===== config.mk =====
export PLATFORM = sky130hd
export DESIGN_NAME = two_way_cache_ctrl
export DESIGN_NICKNAME = d
export VERILOG_FILES = /design/src/rtl/two_way_cache_ctrl.sv
export SDC_FILE = /design/constraint.sdc
export NUM_CORES = 2
export LEC_CHECK = 0
export CORE_UTILIZATION = 55
export DETAILED_ROUTE_END_ITERATION = 7
export PLACE_DENSITY = 0.71
export SLEW_MARGIN = 20
export SYNTH_ARGS = -nofsm -noshare
export SYNTH_HDL_FRONTEND = slang
export SYNTH_MEMORY_MAX_BITS = 65536
export SYNTH_SLANG_ARGS = --single-unit

===== constraint.sdc =====
create_clock -name clk -period 7.59 [get_ports clk]
set_input_delay 0.759 -clock clk [delete_from_list [all_inputs] [get_ports clk]]
set_output_delay 0.759 -clock clk [all_outputs]
set_load 0.01 [all_outputs]

===== src/rtl/two_way_cache_ctrl.sv =====
// two_way_cache_ctrl: write-through, no-write-allocate two-way set-associative data cache controller
module two_way_cache_ctrl #(
    parameter int ADDR_SIZE       = 32,
    parameter int NUM_SETS        = 16,
    parameter int WORDS_PER_BLOCK = 4
) (
    input  logic                 clk,
    input  logic                 rst,
    input  logic                 cpu_req_valid,
    output logic                 cpu_req_ready,
    input  logic                 cpu_we,
    input  logic [ADDR_SIZE-1:0] cpu_addr,
    input  logic [31:0]          cpu_wdata,
    output logic                 cpu_resp_valid,
    output logic [31:0]          cpu_rdata,
    output logic                 mem_req,
    output logic                 mem_we,
    output logic [ADDR_SIZE-1:0] mem_addr,
    output logic [31:0]          mem_wdata,
    input  logic [31:0]          mem_rdata,
    input  logic                 mem_ack,
    output logic [ADDR_SIZE-1:0] lru_addr,
    output logic                 lru_replace,
    input  logic                 lru_preferred
);
    localparam int WB = $clog2(WORDS_PER_BLOCK);
    localparam int OB = 2 + WB;
    localparam int SB = $clog2(NUM_SETS);
    localparam int TB = ADDR_SIZE - SB - OB;

    typedef enum logic [2:0] {IDLE, LOOKUP, REFILL, WRITE, RESP} state_t;

    state_t                 r_state, w_next;
    logic                   r_we;
    logic [ADDR_SIZE-1:0]   r_addr;
    logic [31:0]            r_wdata;
    logic [31:0]            r_resp;
    logic [WB-1:0]          r_cnt;
    logic                   r_victim;
    logic [1:0]             r_valid [NUM_SETS];
    logic [TB-1:0]          r_tag   [NUM_SETS][2];
    logic [31:0]            r_data  [NUM_SETS][2][WORDS_PER_BLOCK];

    logic [TB-1:0]          w_tag;
    logic [SB-1:0]          w_set;
    logic [WB-1:0]          w_word;
    logic                   w_hit0, w_hit1, w_hit, w_way, w_last, w_fill;

    assign w_tag  = r_addr[ADDR_SIZE-1 -: TB];
    assign w_set  = r_addr[OB +: SB];
    assign w_word = r_addr[2 +: WB];
    assign w_hit0 = r_valid[w_set][0] && r_tag[w_set][0] == w_tag;
    assign w_hit1 = r_valid[w_set][1] && r_tag[w_set][1] == w_tag;
    assign w_hit  = w_hit0 | w_hit1;
    assign w_way  = w_hit1;
    assign w_last = r_cnt == WB'(WORDS_PER_BLOCK - 1);
    assign w_fill = r_state == REFILL && mem_ack;

    assign cpu_req_ready  = r_state == IDLE && !rst;
    assign cpu_resp_valid = r_state == RESP;
    assign cpu_rdata      = (r_state == RESP && !r_we) ? r_resp : '0;
    assign mem_req        = r_state == REFILL || r_state == WRITE;
    assign mem_we         = r_state == WRITE;
    assign mem_addr       = r_state == REFILL ? {w_tag, w_set, r_cnt, 2'b00} :
                            r_state == WRITE  ? {r_addr[ADDR_SIZE-1:2], 2'b00} : '0;
    assign mem_wdata      = r_state == WRITE ? r_wdata : '0;
    assign lru_addr       = r_addr;
    // Hitting the preferred victim makes it most-recent, so the replacement unit must flip
    assign lru_replace    = (r_state == LOOKUP && w_hit && w_way == lru_preferred) || (w_fill && w_last);

    always_comb begin
        w_next = r_state;
        case (r_state)
            IDLE:    w_next = cpu_req_valid ? LOOKUP : IDLE;
            LOOKUP:  w_next = r_we ? WRITE : w_hit ? RESP : REFILL;
            REFILL:  w_next = (mem_ack && w_last) ? RESP : REFILL;
            WRITE:   w_next = mem_ack ? RESP : WRITE;
            default: w_next = IDLE;
        endcase
    end

    always_ff @(posedge clk) begin
        if (rst) begin
            r_state  <= IDLE;
            r_we     <= 1'b0;
            r_addr   <= '0;
            r_wdata  <= '0;
            r_resp   <= '0;
            r_cnt    <= '0;
            r_victim <= 1'b0;
            for (int s = 0; s < NUM_SETS; s++) r_valid[s] <= '0;
        end else begin
            r_state <= w_next;
            if (r_state == IDLE && cpu_req_valid) begin
                r_we    <= cpu_we;
                r_addr  <= cpu_addr;
                r_wdata <= cpu_wdata;
            end
            if (r_state == LOOKUP && !r_we) begin
                if (w_hit) r_resp <= r_data[w_set][w_way][w_word];
                r_cnt    <= '0;
                r_victim <= lru_preferred;
            end
            if (w_fill) begin
                r_cnt <= r_cnt + 1'b1;
                if (r_cnt == w_word) r_resp <= mem_rdata;
                if (w_last) r_valid[w_set][r_victim] <= 1'b1;
            end
        end
    end

    // Arrays carry no reset; a line is only usable once its valid bit is set
    always_ff @(posedge clk) begin
        if (!rst && r_state == LOOKUP && r_we && w_hit) r_data[w_set][w_way][w_word] <= r_wdata;
        if (!rst && w_fill) begin
            r_data[w_set][r_victim][r_cnt] <= mem_rdata;
            if (w_last) r_tag[w_set][r_victim] <= w_tag;
        end
    end
endmodule


==> metrics.txt <==
setup tns final=0 ns; number of nets in the layout=between 9k and 10k; leakage power=around 70 nW; Die ar.=~0.36 sq mm; Routed WL=approximately 570 mm; Clk pin slew, worst setup/hold paths=approximately 0.06 ns; critical path launch point type=flip-flop; status=finished clean; Async S/R FF share, synth=0%; core footprint=0.353 sq mm; Setup Buffers After CTS=0; CP Max Fanout=17; Via density=approximately 7; Final Cycle Share=95.5%; Hold Path Class=input port to flip-flop; met3 wire length=roughly 77 mm; Max-Slew Margin vs Limit=approximately 15%; critical path class=flip-flop to output port; gpl congestion=0.877; final core utilization=about 63%; GRT overflow=0; Antenna Nets Post-Route=0; vias in the first global route=a little under 100k; RSZ-0062 raised after global routing=no; FP Rows=~220; DRC=0; Die H=roughly 600 microns; synth top area cells=edfxtp_1 (75%), mux4_2 (17%), mux2_2 (1.7%), dfxtp_1 (1.4%), mux2i_1 (1.0%); Vias=slightly above 100k; crit path DAT=around 6.5 ns; max incr delay on CP=around 0.76 ns; CTS Sinks=approximately 5k; Post-synth EDFFs=about 4.9k; CP Cell Sequence=buf_4 > buf_4 > mux4_2 > mux2i_1 > xnor2_1 > o41ai_1 > buf_4 > o2111ai_1 > or4_1 > nor2_1 > buf_4 > a21oi_1 > o21ai_0 > buf_4 > clkdlybuf4s50_1; initial antenna violation count=98; I/O Buffers=232; post-CTS sizing=0; chip width=~600 microns; io pins=235; Worst Setup End Kind=output port; CP max-delay cell=or4_1; global-route wire length before repair=780 mm; Worst VDD drop=about 250 uV; synthesis-to-finish area growth=13.9%; post-synthesis register bit count=roughly 5k; TritonRoute pass-1 iters=6; Hold Vio Cnt, Final=0; pin count of the biggest net entering global routing=between 100 and 150; Final HPWL DP=approximately 330 mm; uppermost routed layer=met5; Netlist cell types=69; setup violators final=0; DP Area=approximately 0.21 sq mm; Synth top area share=between 70% and 80%; wire length on met1=~190 mm; H-tree levels=5; Fin Clk Skew=~0.10 ns; Yosys top cell by area=edfxtp_1; Slew Viols, Final=0; hold buffer count at CTS=0; Clk Latency, worst-skew pair=1.04 ns; Synth Warn #=0; metal2 WL=between 200 and 300 mm; Syn Inst Count=8802; routed len/inst=a little under 40 microns; fraction of layout cells with a size suffix above 1=approximately a third; Peak Freq=about 0.14 GHz; Mean Syn Cell Area=22.3 sq um; Initial Utilization=a little under three fifths; max-cap viol count=0; First DRT Iteration DRCs=about 16k; Final Critical Period=just over 7 ns; CTS tree=done; Synth Flop Type=edfxtp_1; mapped cell area=slightly below 0.2 sq mm; worst endpoint required time=between 6 and 7 ns; total CTS buffers=480; Slew @ Worst Pin=~1.3 ns; global-route usage over all layers=31.9%; Cell Pwr Density=263 mW/mm^2; root buffer cell=clkbuf_16; fin area=0.223 sq mm; sequential area share after synthesis=75.9%; Max Root-Sink Buffers=4; Top cell by count, worst path=buf_4
-- worst max-delay path: cells and delay by family, from the launching register on --
family | cells | cell delay (ns)
xor gates and xnor gates | 1 | 0.11
buffers and inverters | 6 | 1.98
AOI/OAI and AO/OA | 4 | 0.99
muxes | 2 | 0.76
DFF | 1 | 0.58
and+or+nand+nor | 2 | 0.98
-- through the flow --
step / cells / setup slack (ns) / hold WS (ns) / power [mW]
after global routing: 14534 / 0.122 / 0.250 / 59.8
final: 14710 / 0.344 / 0.255 / 58.7
after CTS: 14468 / 0.0687 / 0.220 / 58.7
after detailed placement: 13577 / 0.872 / 0.452 / 35.5
after floorplan: 8803 / 1.92 / 0.445 / 33.6
after global placement: 13560 / 0.880 / 0.445 / 35.4
-- where the power goes --
group	switching, mW	internal [mW]	leakage [nW]	total [mW]
Combinational	2.86	1.57	16.6	4.43
Sequential	0.147	30.5	46.2	30.6
Clock	10.3	13.3	7.58	23.6
Total	13.3	45.4	70.4	58.7
-- layout make-up --
type,instances,area (sq um)
clock buffer,565,12500
fill,22962,130000
clock inverter,326,2910
inverter,49,209
multi-input combinational,3194,45900
timing repair buffer,621,6330
tap,4730,5920
antenna,222,556
sequential,5003,149000
-- per-layer routing --
layer | up-vias | GRT usage [%]
met5 | - | 0
met4 | 26 | 20.0
met3 | 1507 | 8.95
met2 | 8279 | 48.4
met1 | 53015 | 41.1
li1 | 38379 | -
-- layout by cell type (no fill, tap or decap), types with 47 or more instances in the layout --
master and count:
clkbuf_1 70, mux4_2 1445, diode_2 222, a21oi_1 109, nor2_1 47, o21ai_0 51
mux2_2 290, nand2_1 337, mux2i_1 196, dfxtp_1 115, clkinv_1 113, and2_1 105
edfxtp_1 4864, clkbuf_16 486, clkdlybuf4s50_1 199, buf_12 67, and3_1 58, clkinv_2 121
nor2_4 144, buf_4 300
-- synthesized netlist by cell type, drive strengths merged (3+ instances only) --
master	number
nand3	19
or4	6
nand2b	9
or2	5
nor3	7
and3	58
nand2	351
xnor2	42
a32o	3
nor2	207
o21a	3
mux4	1445
nor3b	3
o21ai	52
a21boi	6
edfxtp	4864
buf	313
mux2	290
a32oi	7
o22ai	41
a22oi	7
nor4	13
ha	4
nand3b	3
mux2i	196
a31oi	44
nor4b	6
dfxtp	139
a22o	8
a311oi	4
a221oi	13
xor2	18
nand4	6
nor2b	14
a21o	3
o2111ai	4
clkbuf	244
a211oi	46
o2111a	3
and2	110
a21oi	113
a211o	3
inv	49
-- logic make-up after synthesis --
family	count (synthesis)	share of synthesized area, %
buffers and inverters	606	1.35
AOI/OAI and AO/OA	372	1.21
muxes	1931	19.3
DFF	5003	75.9
xor gates and xnor gates	60	0.268
and+or+nand+nor	825	1.93
other	1	0.00191
adders and majority gates	4	0.0255
-- flip-flops by register name, indices dropped and copies added (netlist names), named ones only --
register,flops
r_data,4096
r_wdata,32
r_tag,768
r_resp,32
lru_addr,32
r_we,1
r_state,3
r_cnt,2
r_victim,1
r_valid,32
-- path summary, 6_finish.rpt --
check / start / slack [ns] / endpoint / cells past startpoint
max: flip-flop / 0.34 / lru_replace / 15
min: rst / 0.25 / r_wdata[25]$_SDFFE_PP0P_ / 2
max reg2reg: flip-flop / 1.06 / r_data[9][206]$_DFFE_PP_ / 17
min reg2reg: lru_addr[1]$_SDFFE_PP0P_ / 0.46 / lru_addr[1]$_SDFFE_PP0P_ / 2
Power figures use the tool's default switching activity.
